==> config.mk <==
export PLATFORM = sky130hd
export DESIGN_NAME = scalar_writeback_arbiter
export DESIGN_NICKNAME = d
export VERILOG_FILES = /design/src/rtl/scalar_writeback_arbiter_pkg.sv /design/src/rtl/scalar_wb_fifo.sv /design/src/rtl/scalar_writeback_arbiter.sv
export SDC_FILE = /design/constraint.sdc
export NUM_CORES = 1
export LEC_CHECK = 0
export CELL_PAD_IN_SITES_DETAIL_PLACEMENT = 0
export CELL_PAD_IN_SITES_GLOBAL_PLACEMENT = 1
export CORE_MARGIN = 1.5
export CORE_UTILIZATION = 45
export CTS_CLUSTER_DIAMETER = 80
export CTS_CLUSTER_SIZE = 10
export DETAILED_ROUTE_END_ITERATION = 8
export GPL_ROUTABILITY_DRIVEN = 0
export GPL_TIMING_DRIVEN = 0
export PLACE_DENSITY_LB_ADDON = 0.1
export SETUP_SLACK_MARGIN = 0.5
export SLEW_MARGIN = 20
export SYNTH_ARGS = -nofsm -noshare
export SYNTH_HDL_FRONTEND = slang
export SYNTH_SLANG_ARGS = --single-unit
export TNS_END_PERCENT = 10
==> constraint.sdc <==
create_clock -name clk -period 4.6 [get_ports clk]
set_input_delay 0.92 -clock clk [delete_from_list [all_inputs] [get_ports clk]]
set_output_delay 0.92 -clock clk [all_outputs]
set_load 0.05 [all_outputs]
==> src/rtl/scalar_writeback_arbiter_pkg.sv <==
`default_nettype none
// ============================================================================
// Module  : scalar_writeback_arbiter_pkg
// Purpose : Shared types and constants for the scalar register file
//           writeback path (source encoding, default widths and depths,
//           destination one-hot helper).
// Ports   : none (package)
// Config  : default data width is 32; override via the DATA_WIDTH parameter.
// Revision: 1.0 - initial release
// ============================================================================
package scalar_writeback_arbiter_pkg;

    // Which producer owns the write port in the current cycle.
    typedef enum logic [1:0] {
        WB_NONE = 2'd0,
        WB_ALU  = 2'd1,
        WB_V2S  = 2'd2,
        WB_LSU  = 2'd3
    } wb_src_t;

    localparam int c_lsu_fifo_depth = 4;
    localparam int c_rd_width       = 5;
    localparam int c_num_regs       = 32;
    localparam int c_data_width     = 32;

    // One-hot of a destination register. Register 0 is the hardwired zero
    // register and never has a pending bit, so it maps to an empty mask.
    function automatic logic [c_num_regs-1:0] wb_rd_onehot(input logic [c_rd_width-1:0] rd);
        logic [c_num_regs-1:0] m;
        m = '0;
        if (rd != '0) begin
            m[rd] = 1'b1;
        end
        return m;
    endfunction

endpackage : scalar_writeback_arbiter_pkg
`default_nettype wire

==> src/rtl/scalar_wb_fifo.sv <==
`default_nettype none
// ============================================================================
// Module  : scalar_wb_fifo
// Purpose : Synchronous FIFO buffering load/store return packets {rd, data}
//           until they win the register file write port. The head entry is
//           presented combinationally so the arbiter can see it before pop.
// Ports   : clk, reset           - clock, synchronous active-high reset
//           push, push_data      - enqueue request / payload (ignored if full)
//           pop                  - dequeue head (ignored if empty)
//           head_data            - current head payload
//           full, empty          - occupancy flags
// Notes   : DEPTH must be a power of two and at least 2.
// Revision: 1.0 - initial release
// ============================================================================
module scalar_wb_fifo #(
  parameter int DEPTH = 4,
  parameter int WIDTH = 37
) (
  input  logic             clk,
  input  logic             reset,
  input  logic             push,
  input  logic [WIDTH-1:0] push_data,
  input  logic             pop,
  output logic [WIDTH-1:0] head_data,
  output logic             full,
  output logic             empty
);

  localparam int c_ptr_w = $clog2(DEPTH);
  localparam int c_cnt_w = c_ptr_w + 1;

  logic [WIDTH-1:0]   r_mem [DEPTH];
  logic [c_ptr_w-1:0] r_wr_ptr;
  logic [c_ptr_w-1:0] r_rd_ptr;
  logic [c_cnt_w-1:0] r_count;

  logic w_do_push;
  logic w_do_pop;

  assign full      = (r_count == c_cnt_w'(DEPTH));
  assign empty     = (r_count == '0);
  assign head_data = r_mem[r_rd_ptr];

  // A full FIFO refuses pushes even when the head is popping that cycle.
  assign w_do_push = push && !full;
  assign w_do_pop  = pop && !empty;

  always_ff @(posedge clk) begin
    if (reset) begin
      r_wr_ptr <= '0;
      r_rd_ptr <= '0;
      r_count  <= '0;
    end else begin
      if (w_do_push) begin
        r_wr_ptr <= (r_wr_ptr == c_ptr_w'(DEPTH - 1)) ? '0 : r_wr_ptr + 1'b1;
      end
      if (w_do_pop) begin
        r_rd_ptr <= (r_rd_ptr == c_ptr_w'(DEPTH - 1)) ? '0 : r_rd_ptr + 1'b1;
      end
      case ({w_do_push, w_do_pop})
        2'b10:   r_count <= r_count + 1'b1;
        2'b01:   r_count <= r_count - 1'b1;
        default: r_count <= r_count;
      endcase
    end
  end

  // Storage carries no reset; validity is tracked by the pointers alone.
  always_ff @(posedge clk) begin
    if (w_do_push) begin
      r_mem[r_wr_ptr] <= push_data;
    end
  end

endmodule : scalar_wb_fifo
`default_nettype wire

==> src/rtl/scalar_writeback_arbiter.sv <==
`default_nettype none
// ============================================================================
// Module  : scalar_writeback_arbiter
// Purpose : Collects ALU, vector-to-scalar and load-return results, places
//           one per cycle on the scalar register file write port
//           (priority ALU > V2S > buffered LSU), and tracks per-register
//           pending writebacks so issue can stall on write-after-write.
// Ports   : clk, reset, enable          - clock, sync reset, warp enable
//           issue_valid/rd/ready        - issue-side scoreboard query
//           alu_valid/rd/data           - ALU result (never stalled)
//           v2s_valid/ready/rd/data     - vector-to-scalar handshake
//           lsu_valid/ready/rd/data     - load-return handshake (buffered)
//           wr_en/wr_rd/wr_data         - registered write port
//           pending_mask                - registered pending-destination bits
//           busy                        - pending work or buffered returns
//           bypass_valid/rd/data        - (optional) current winner forward
// Config  : SCALAR_WB_BYPASS_EN adds the combinational bypass outputs.
// Revision: 1.0 - initial release
// ============================================================================
module scalar_writeback_arbiter
  import scalar_writeback_arbiter_pkg::*;
#(
  parameter int DATA_WIDTH     = c_data_width,
  parameter int LSU_FIFO_DEPTH = c_lsu_fifo_depth
) (
  input  logic                  clk,
  input  logic                  reset,
  input  logic                  enable,

  input  logic                  issue_valid,
  input  logic [4:0]            issue_rd,
  output logic                  issue_ready,

  input  logic                  alu_valid,
  input  logic [4:0]            alu_rd,
  input  logic [DATA_WIDTH-1:0] alu_data,

  input  logic                  v2s_valid,
  output logic                  v2s_ready,
  input  logic [4:0]            v2s_rd,
  input  logic [DATA_WIDTH-1:0] v2s_data,

  input  logic                  lsu_valid,
  output logic                  lsu_ready,
  input  logic [4:0]            lsu_rd,
  input  logic [DATA_WIDTH-1:0] lsu_data,

  output logic                  wr_en,
  output logic [4:0]            wr_rd,
  output logic [DATA_WIDTH-1:0] wr_data,
  output logic [31:0]           pending_mask,
  output logic                  busy
`ifdef SCALAR_WB_BYPASS_EN
  ,
  output logic                  bypass_valid,
  output logic [4:0]            bypass_rd,
  output logic [DATA_WIDTH-1:0] bypass_data
`endif
);

  localparam int c_entry_w = c_rd_width + DATA_WIDTH;

  // --------------------------------------------------------------------------
  // Load-return buffer
  // --------------------------------------------------------------------------
  logic                 w_fifo_full;
  logic                 w_fifo_empty;
  logic [c_entry_w-1:0] w_fifo_head;
  logic                 w_lsu_push;
  logic                 w_fifo_pop;

  assign lsu_ready  = enable && !w_fifo_full;
  assign w_lsu_push = lsu_valid && lsu_ready;

  scalar_wb_fifo #(
    .DEPTH (LSU_FIFO_DEPTH),
    .WIDTH (c_entry_w)
  ) u_lsu_fifo (
    .clk       (clk),
    .reset     (reset),
    .push      (w_lsu_push),
    .push_data ({lsu_rd, lsu_data}),
    .pop       (w_fifo_pop),
    .head_data (w_fifo_head),
    .full      (w_fifo_full),
    .empty     (w_fifo_empty)
  );

  // --------------------------------------------------------------------------
  // Write port arbitration
  // --------------------------------------------------------------------------
  // The ALU cannot be back-pressured, so V2S is refused in any cycle the
  // ALU presents a result rather than being buffered.
  assign v2s_ready = enable && !alu_valid;

  wb_src_t               w_src;
  logic [4:0]            w_win_rd;
  logic [DATA_WIDTH-1:0] w_win_data;
  logic                  w_win_write;

  always_comb begin
    w_src      = WB_NONE;
    w_win_rd   = '0;
    w_win_data = '0;
    if (enable) begin
      if (alu_valid) begin
        w_src      = WB_ALU;
        w_win_rd   = alu_rd;
        w_win_data = alu_data;
      end else if (v2s_valid) begin
        w_src      = WB_V2S;
        w_win_rd   = v2s_rd;
        w_win_data = v2s_data;
      end else if (!w_fifo_empty) begin
        w_src      = WB_LSU;
        w_win_rd   = w_fifo_head[c_entry_w-1:DATA_WIDTH];
        w_win_data = w_fifo_head[DATA_WIDTH-1:0];
      end
    end
  end

  // A winner targeting register 0 is still consumed (and popped if it came
  // from the FIFO) but produces no register file write.
  assign w_fifo_pop  = (w_src == WB_LSU);
  assign w_win_write = (w_src != WB_NONE) && (w_win_rd != '0);

  logic                  r_wr_en;
  logic [4:0]            r_wr_rd;
  logic [DATA_WIDTH-1:0] r_wr_data;

  // Address and data hold their last value when nothing is written, so a
  // downstream observer never sees them toggle on idle cycles.
  always_ff @(posedge clk) begin
    if (reset) begin
      r_wr_en   <= 1'b0;
      r_wr_rd   <= '0;
      r_wr_data <= '0;
    end else begin
      r_wr_en <= w_win_write;
      if (w_win_write) begin
        r_wr_rd   <= w_win_rd;
        r_wr_data <= w_win_data;
      end
    end
  end

  assign wr_en   = r_wr_en;
  assign wr_rd   = r_wr_rd;
  assign wr_data = r_wr_data;

  // --------------------------------------------------------------------------
  // Pending-destination scoreboard
  // --------------------------------------------------------------------------
  logic [31:0] r_pending;
  logic [31:0] w_set_mask;
  logic [31:0] w_clr_mask;
  logic        w_issue_fire;

  assign issue_ready  = enable && ((issue_rd == '0) || !r_pending[issue_rd]);
  assign w_issue_fire = issue_valid && issue_ready;

  assign w_set_mask = w_issue_fire ? wb_rd_onehot(issue_rd) : '0;
  assign w_clr_mask = w_win_write  ? wb_rd_onehot(w_win_rd) : '0;

  // Set is applied after clear: a new issue to a register whose older
  // result is retiring this cycle must remain pending.
  always_ff @(posedge clk) begin
    if (reset) begin
      r_pending <= '0;
    end else begin
      r_pending <= (r_pending & ~w_clr_mask) | w_set_mask;
    end
  end

  assign pending_mask = r_pending;
  assign busy         = (r_pending != '0) || !w_fifo_empty;

  // --------------------------------------------------------------------------
  // Optional operand forwarding
  // --------------------------------------------------------------------------
`ifdef SCALAR_WB_BYPASS_EN
  assign bypass_valid = w_win_write;
  assign bypass_rd    = w_win_rd;
  assign bypass_data  = w_win_data;
`endif

  // --------------------------------------------------------------------------
  // Protocol check: the ALU must not produce results for a frozen warp,
  // since it has no way to hold them.
  // --------------------------------------------------------------------------
`ifndef SYNTHESIS
  a_alu_requires_enable : assert property (
    @(posedge clk) disable iff (reset) (enable || !alu_valid)
  );
`endif

endmodule : scalar_writeback_arbiter
`default_nettype wire

==> run summary, run 1 <==
Clocking
* **Num CTS Buffers** 26
* **root buffer selected by CTS** sky130_fd_sc_hd__clkbuf_16
* **clock insertion delay at the later pin of the skew report** 0.52 ns
* **buffers from clock root to sink, at most** 3
* **number of hold buffers added after cts** 0
* **number of clock sinks seen by CTS** 227
* **CTS tree** yes
* **H-Tree Depth** 1
* **clock slew at reported path FFs** 0.05 ns

Place
* **setup slack after placement** -0.09011 ns
* **HPWL reported at the end of detailed placement** 19.72 mm
* **count of input and output buffers** 194
* **cell area reported after detailed placement** 12,360 µm²
* **cell total after placement** 1,206

Flow run
* **Maximum Capacitance Violations** 0

Detailed routing
* **detailed-router iteration count before antenna repair** 6
* **routed length on met1** 10.91 mm
* **vias per std cell** 5.911
* **number of DRC markers in iteration 0** 478
* **aggregate routed wire length** 27.77 mm
* **vias after detailed routing** 7,406
* **antenna-violating nets left** 0
* **top metal layer carrying routed signals** met5
* **average wire per cell in the routed design** 22.16 µm
* **met2 WL post-DR** 14.00 mm
* **remaining design rule violation count** 0
* **total length of routed met3 wires** 1.926 mm

Final layout
* **final net count** 1,085
* **share of final-layout standard cells stronger than drive strength 1** 0.1028
* **layout filler cell count** 1,727
* **Cell Count, Final, Fillers Out** 1,253
* **diodes inserted** 0
* **Non-Filler Cell Area, Final** 13,120 µm²
* **area added between synthesis and finish** 31.47%

Global route
* **first-pass GRT wire length** 43.14 mm
* **overflow left after global routing** 0
* **pin count of the biggest net entering global routing** 26
* **number of antenna violations at the first check in global routing** 2
* **via count of the first global-routing pass** 7,723
* **global router's overall resource usage** 0.2396

Setup path
* **crit end category** output port
* **data arrival time of the critical path** 3.09 ns
* **Reg-to-Reg End** wr_data[17]
* **capturing element of the worst setup path** issue_ready
* **flop2flop setup slack** 1.78 ns
* **CP Launch Point** issue_rd[4]
* **startpoint-to-endpoint class of the critical path** in2out
* **maximum fanout along the worst path** 10
* **Worst Reg-to-Reg Cells** 8
* **startpoint class of the critical path** primary input
* **Critical Path RT** 3.68 ns

Power and ir drop
* **IR Drop Worst-Case VDD** 0.2751 mV
* **leakage power of the design** 4.576 nW
* **power per cell area** 367.5 nW/µm²
* **overall power of the completed layout** 4.821 mW

Floorplanning
* **horizontal die dimension** 151.9 µm
* **Die Outline Area** 23,080 µm²
* **effective utilization at floorplan** 0.4573
* **standard-cell rows** 54
* **die span in y** 151.9 µm
* **number of top-level design ports** 197
* **Placeable Area** 21,820 µm²

STA
* **endpoints failing hold** 0
* **worst hold slack across all endpoints** 0.4610 ns
* **Relative slew margins** 0.3419
* **top achievable clock speed** 249.5 MHz
* **max-slew violations** 0
* **unrepaired setup endpoints after global routing** yes
* **share of the cycle needed by the critical path after routing** 0.8712
* **Worst Tran Pin Value** 0.9812 ns
* **number of setup violations in the final report** 0
* **clock period minus final worst setup slack** 4.007 ns
* **post-route setup slack** 0.5926 ns
* **worst setup skew after layout** 0.007689 ns

Run status
* **result of the run** finished clean

Logic synthesis
* **top post-synthesis cells by count** sky130_fd_sc_hd__edfxtp_1 (148), sky130_fd_sc_hd__dfxtp_1 (79), sky130_fd_sc_hd__nand2_1 (48)
* **count of distinct cell types in the synthesized netlist** 59
* **Net Count, Synth** 858
* **cell type with the largest total area after synthesis** sky130_fd_sc_hd__edfxtp_1
* **post-synthesis sequential area ratio** 0.6038
* **cell count after synthesis** 728
* **share of synthesized registers carrying an async set or reset** 0
* **Post-synth EDFFs** 148
* **leading post-synthesis cells by cell area** sky130_fd_sc_hd__edfxtp_1 (45%), sky130_fd_sc_hd__dfxtp_1 (16%), sky130_fd_sc_hd__mux4_2 (8.8%)
* **flip-flop and latch count after synthesis** 227
* **area share of the largest cell type after synthesis** 0.4453
* **synthesized area divided by synthesized cell count** 13.71 µm²
* **most used flip-flop cell after synthesis** sky130_fd_sc_hd__edfxtp_1
* **most repeated cell in the gate-level netlist after synthesis** sky130_fd_sc_hd__edfxtp_1
* **Synth Cell Area** 9980 µm²
* **count of yosys warnings during synthesis** 0

Worst hold path
* **worst min path class** reg2reg

-- where the power goes --
group | internal, mW | switching, mW | leakage (nW)
logic | 0.301 | 0.415 | 2.23
registers | 2.24 | 0.0289 | 1.99
clock network | 1.08 | 0.755 | 0.358
-- what timing repair did --
item,CTS,global route
buffers inserted,0,1
gates resized for setup,7,3
pin swaps,0,1
hold endpoints to repair,0,0
setup endpoints to repair,3,2
-- cell usage in the layout, fill, tap and decap left out, drive strengths merged, types with 18 or more instances in the layout --
| cell | n |
|---|---|
| edfxtp | 148 |
| mux4 | 39 |
| nor2 | 18 |
| buf | 19 |
| inv | 44 |
| a211o | 32 |
| clkbuf | 82 |
| dfxtp | 79 |
| a221oi | 33 |
| mux2i | 44 |
| o2bb2ai | 26 |
| clkdlybuf4s50 | 191 |
| nand2 | 48 |
| a31oi | 26 |
-- registers in the layout, summed over array words and instances, names as in the netlist, named ones only --
signal               flops
u_lsu_fifo.r_rd_ptr      2
u_lsu_fifo.r_wr_ptr      2
u_lsu_fifo.r_mem       148
wr_data                 32
u_lsu_fifo.r_count       3
wr_en                    1
pending_mask            32
wr_rd                    5
-- routing by layer --
| metal | vias to the layer above | GRT usage |
|---|---|---|
| li1 | 3360 | - |
| met1 | 3656 | 0.2944 |
| met2 | 315 | 0.4146 |
| met3 | 71 | 0.04649 |
| met4 | 4 | 0.09755 |
| met5 | - | 0 |
-- worst min-delay path by stage --
stage / startpoint / to / slack [ns] / cells past startpoint
global placement: wr_data[15] / wr_data[15] / 0.45 / 2
finish: wr_data[18] / wr_data[18] / 0.46 / 2
global route: wr_data[16] / wr_data[16] / 0.49 / 2
floorplan: u_lsu_fifo.r_rd_ptr[1] / register / 0.45 / 2
CTS: wr_data[18] / wr_data[18] / 0.46 / 2
detailed placement: wr_data[28] / wr_data[28] / 0.46 / 2
-- area by class of cell --
type,instances,area (µm²),area share
clock buffer,45,743.2,0.05665
timing repair buffer,199,2032,0.1549
tap,280,350.3,0.02670
sequential,227,6026,0.4593
inverter,45,168.9,0.01287
buffer,51,266.5,0.02031
clock inverter,1,5.005,0.0003815
multi-input combinational,405,3528,0.2689
-- through the flow --
step | util | TNS, ns
after detailed placement | 0.5662 | -0.09688
after global routing | 0.6012 | 0
final | 0.6012 | 0
after floorplan | - | 0
after global placement | 0.5623 | -0.08060
after CTS | 0.6007 | 0
-- critical path, stage by stage --
cell and delay (ns):
sky130_fd_sc_hd__clkdlybuf4s50_1 0.61, sky130_fd_sc_hd__clkbuf_2 0.26, sky130_fd_sc_hd__o221ai_1 0.17, sky130_fd_sc_hd__a222oi_1 0.33, sky130_fd_sc_hd__buf_4 0.18, sky130_fd_sc_hd__o211ai_1 0.07
sky130_fd_sc_hd__a21oi_1 0.14, sky130_fd_sc_hd__clkdlybuf4s15_2 0.39
-- cell families after synthesis --
family	share of synthesized area
mux	0.1333
simple gates	0.08062
buf+inv	0.04313
fa+ha+maj	0.009528
flops	0.6038
compound gates	0.1279
xor+xnor	0.001756
Note: power is estimated with default switching activity, not from simulation.
==> run 2: changes to the inputs <==
- GPL_TIMING_DRIVEN: 0 -> 1
==> run 2 against run 1 <==
Count of clock-buffer cells in the layout is 2 higher. Global-route usage is 1.3 points lower. Register-to-register slack worse by 0.46 ns. Routed wire length is 4.8% lower. Fmax is 1.0% higher. Largest cell class unchanged. Die area stayed put. Critical path type unchanged.
==> run summary, run 2 (synthesis results as in run 1) <==
Clocking
* **Num CTS Buffers** 26
* **root buffer selected by CTS** sky130_fd_sc_hd__clkbuf_16
* **number of hold buffers added after cts** 0
* **clock insertion delay at the later pin of the skew report** 0.51 ns
* **clock slew at reported path FFs** 0.06 ns
* **H-Tree Depth** 1
* **CTS tree** yes
* **buffers from clock root to sink, at most** 3
* **number of clock sinks seen by CTS** 227

Global route
* **global router's overall resource usage** 0.2270
* **pin count of the biggest net entering global routing** 76
* **via count of the first global-routing pass** 7,439
* **most used routing layer in global routing** met2
* **GR met2 Demand/Resource** 0.3878
* **overflow left after global routing** 0
* **Global Route met3 Usage** 0.04507
* **first-pass GRT wire length** 41.52 mm
* **met1 GRT Util** 0.2880
* **number of antenna violations at the first check in global routing** 2

Power and ir drop
* **total internal power** 3.625 mW
* **Clk network pwr share** 0.385
* **overall power of the completed layout** 4.805 mW
* **IR Drop Worst-Case VDD** 0.2920 mV
* **power per cell area** 371.0 nW/µm²
* **net switching component of the power** 1.180 mW
* **relative contribution of combinational cells to total power** 0.142
* **leakage power of the design** 4.518 nW
* **Net Sw Frac** 0.2455
* **sequential share of power** 0.473

STA
* **setup tns final** 0 ns
* **top achievable clock speed** 252.1 MHz
* **worst setup skew after layout** 0.006962 ns
* **max-slew violations** 0
* **share of the cycle needed by the critical path after routing** 0.8623
* **Worst Tran Pin Value** 0.9483 ns
* **clock period minus final worst setup slack** 3.966 ns
* **endpoints failing hold** 0
* **unrepaired setup endpoints after global routing** no
* **Relative slew margins** 0.3663
* **worst hold slack across all endpoints** 0.4612 ns
* **number of setup violations in the final report** 0

Detailed routing
* **vias per std cell** 5.929
* **vias after detailed routing** 7,228
* **antenna-violating nets left** 0
* **aggregate routed wire length** 26.43 mm
* **detailed-router iteration count before antenna repair** 6
* **average wire per cell in the routed design** 21.68 µm
* **remaining design rule violation count** 0
* **number of DRC markers in iteration 0** 486

Final layout
* **post-layout util** 0.5934
* **area added between synthesis and finish** 29.76%
* **final net count** 1,049
* **flip-flop count of the largest register, all copies and words added** 148
* **Biggest register** u_lsu_fifo.r_mem
* **most frequent cells in the layout** sky130_fd_sc_hd__clkdlybuf4s50_1 (191), sky130_fd_sc_hd__edfxtp_1 (148), sky130_fd_sc_hd__dfxtp_1 (77)
* **commonest non-fill, non-tap cell in the layout** sky130_fd_sc_hd__clkdlybuf4s50_1
* **Cell Count, Final, Fillers Out** 1,219
* **share of final-layout standard cells stronger than drive strength 1** 0.1141

Place
* **HPWL reported at the end of detailed placement** 18.21 mm
* **count of input and output buffers** 196
* **cell total after placement** 1,170

Run status
* **result of the run** finished clean

Setup path
* **crit end category** output port
* **CP Launch Point** issue_rd[0]
* **data arrival time of the critical path** 3.05 ns
* **flop2flop setup slack** 1.32 ns
* **Worst Reg-to-Reg Cells** 6
* **maximum fanout along the worst path** 18
* **startpoint class of the critical path** primary input
* **Critical Path RT** 3.68 ns
* **capturing element of the worst setup path** issue_ready
* **startpoint-to-endpoint class of the critical path** in2out
* **Reg-to-Reg End** wr_data[15]

Floorplanning
* **effective utilization at floorplan** 0.4573
* **Placeable Area** 21,820 µm²
* **Die Outline Area** 23,080 µm²
* **number of top-level design ports** 197
* **horizontal die dimension** 151.9 µm
* **standard-cell rows** 54
* **die span in y** 151.9 µm

Worst hold path
* **worst min path class** reg2reg

Flow run
* **Maximum Capacitance Violations** 0

-- run 2: cell types whose count changed in the layout (fill, tap and decap cells not counted), sizes merged --
cell           previous run  this run
clkbuf                   82        47
diode                     0         1
buf                      19        22
clkinv                    2         1
clkdlybuf4s15             1         0
dlygate4sd2               1         0
-- run 2: metal layers --
layer,wire length [µm],part of all wire,vias up
met3,1851,0.070,52
met2,13200,0.50,315
met5,13,0.00049,-
met4,688,0.026,2
li1,-,-,3276
met1,10670,0.40,3583
-- run 2: worst min path at each step --
stage,startpoint,end,slack (ns),depth (start not counted)
4_1_cts,wr_data[0],wr_data[0],0.47,2
3_3_place_gp,wr_data[18],wr_data[18],0.45,2
5_1_grt,wr_data[12],wr_data[12],0.49,2
2_1_floorplan,u_lsu_fifo.r_rd_ptr[1],register,0.45,2
6_report,wr_data[11],wr_data[11],0.46,2
3_5_place_dp,wr_data[23],wr_data[23],0.45,2
-- run 2: critical path, cell delays in order --
cell                              delay (ns)
sky130_fd_sc_hd__clkdlybuf4s50_1        0.48
sky130_fd_sc_hd__buf_6                  0.22
sky130_fd_sc_hd__mux4_2                 0.52
sky130_fd_sc_hd__and4_1                 0.22
sky130_fd_sc_hd__nor2_1                 0.18
sky130_fd_sc_hd__o211ai_1               0.14
sky130_fd_sc_hd__a21oi_2                0.21
sky130_fd_sc_hd__buf_12                 0.16
-- run 2: power groups by stage --
stage	Combinational (mW)	Clock, mW	Sequential, mW
floorplan	0.287	0	2.43
global placement	0.671	0	2.31
detailed placement	0.681	0	2.31
CTS	0.683	1.89	2.27
global route	0.725	1.97	2.28
finish	0.682	1.85	2.27
-- run 2: timing repair --
action                                  CTS  global route
setup buffers                             1             0
endpoints found under the setup margin    1             1
resized for setup                         0             3
pin swaps                                 1             0
-- run 2: stage by stage --
| step | area [µm²] | setup slack (ns) |
|---|---|---|
| detailed placement | 12170 | 0.4763 |
| CTS | 12940 | 0.5117 |
| global route | 12950 | 0.5011 |
| floorplan | 9980 | 0.5728 |
| global placement | 12170 | 0.5563 |
| finish | 12950 | 0.6336 |
-- run 2: cell type report --
| class | count | area [µm²] |
|---|---|---|
| Clock buffer | 47 | 760.7 |
| Multi-Input combinational cell | 405 | 3541 |
| Timing Repair Buffer | 214 | 2098 |
| Tap cell | 280 | 350.3 |
| Sequential cell | 227 | 6028 |
| Antenna cell | 1 | 2.502 |
| Fill cell | 1751 | 8874 |
| Inverter | 45 | 168.9 |
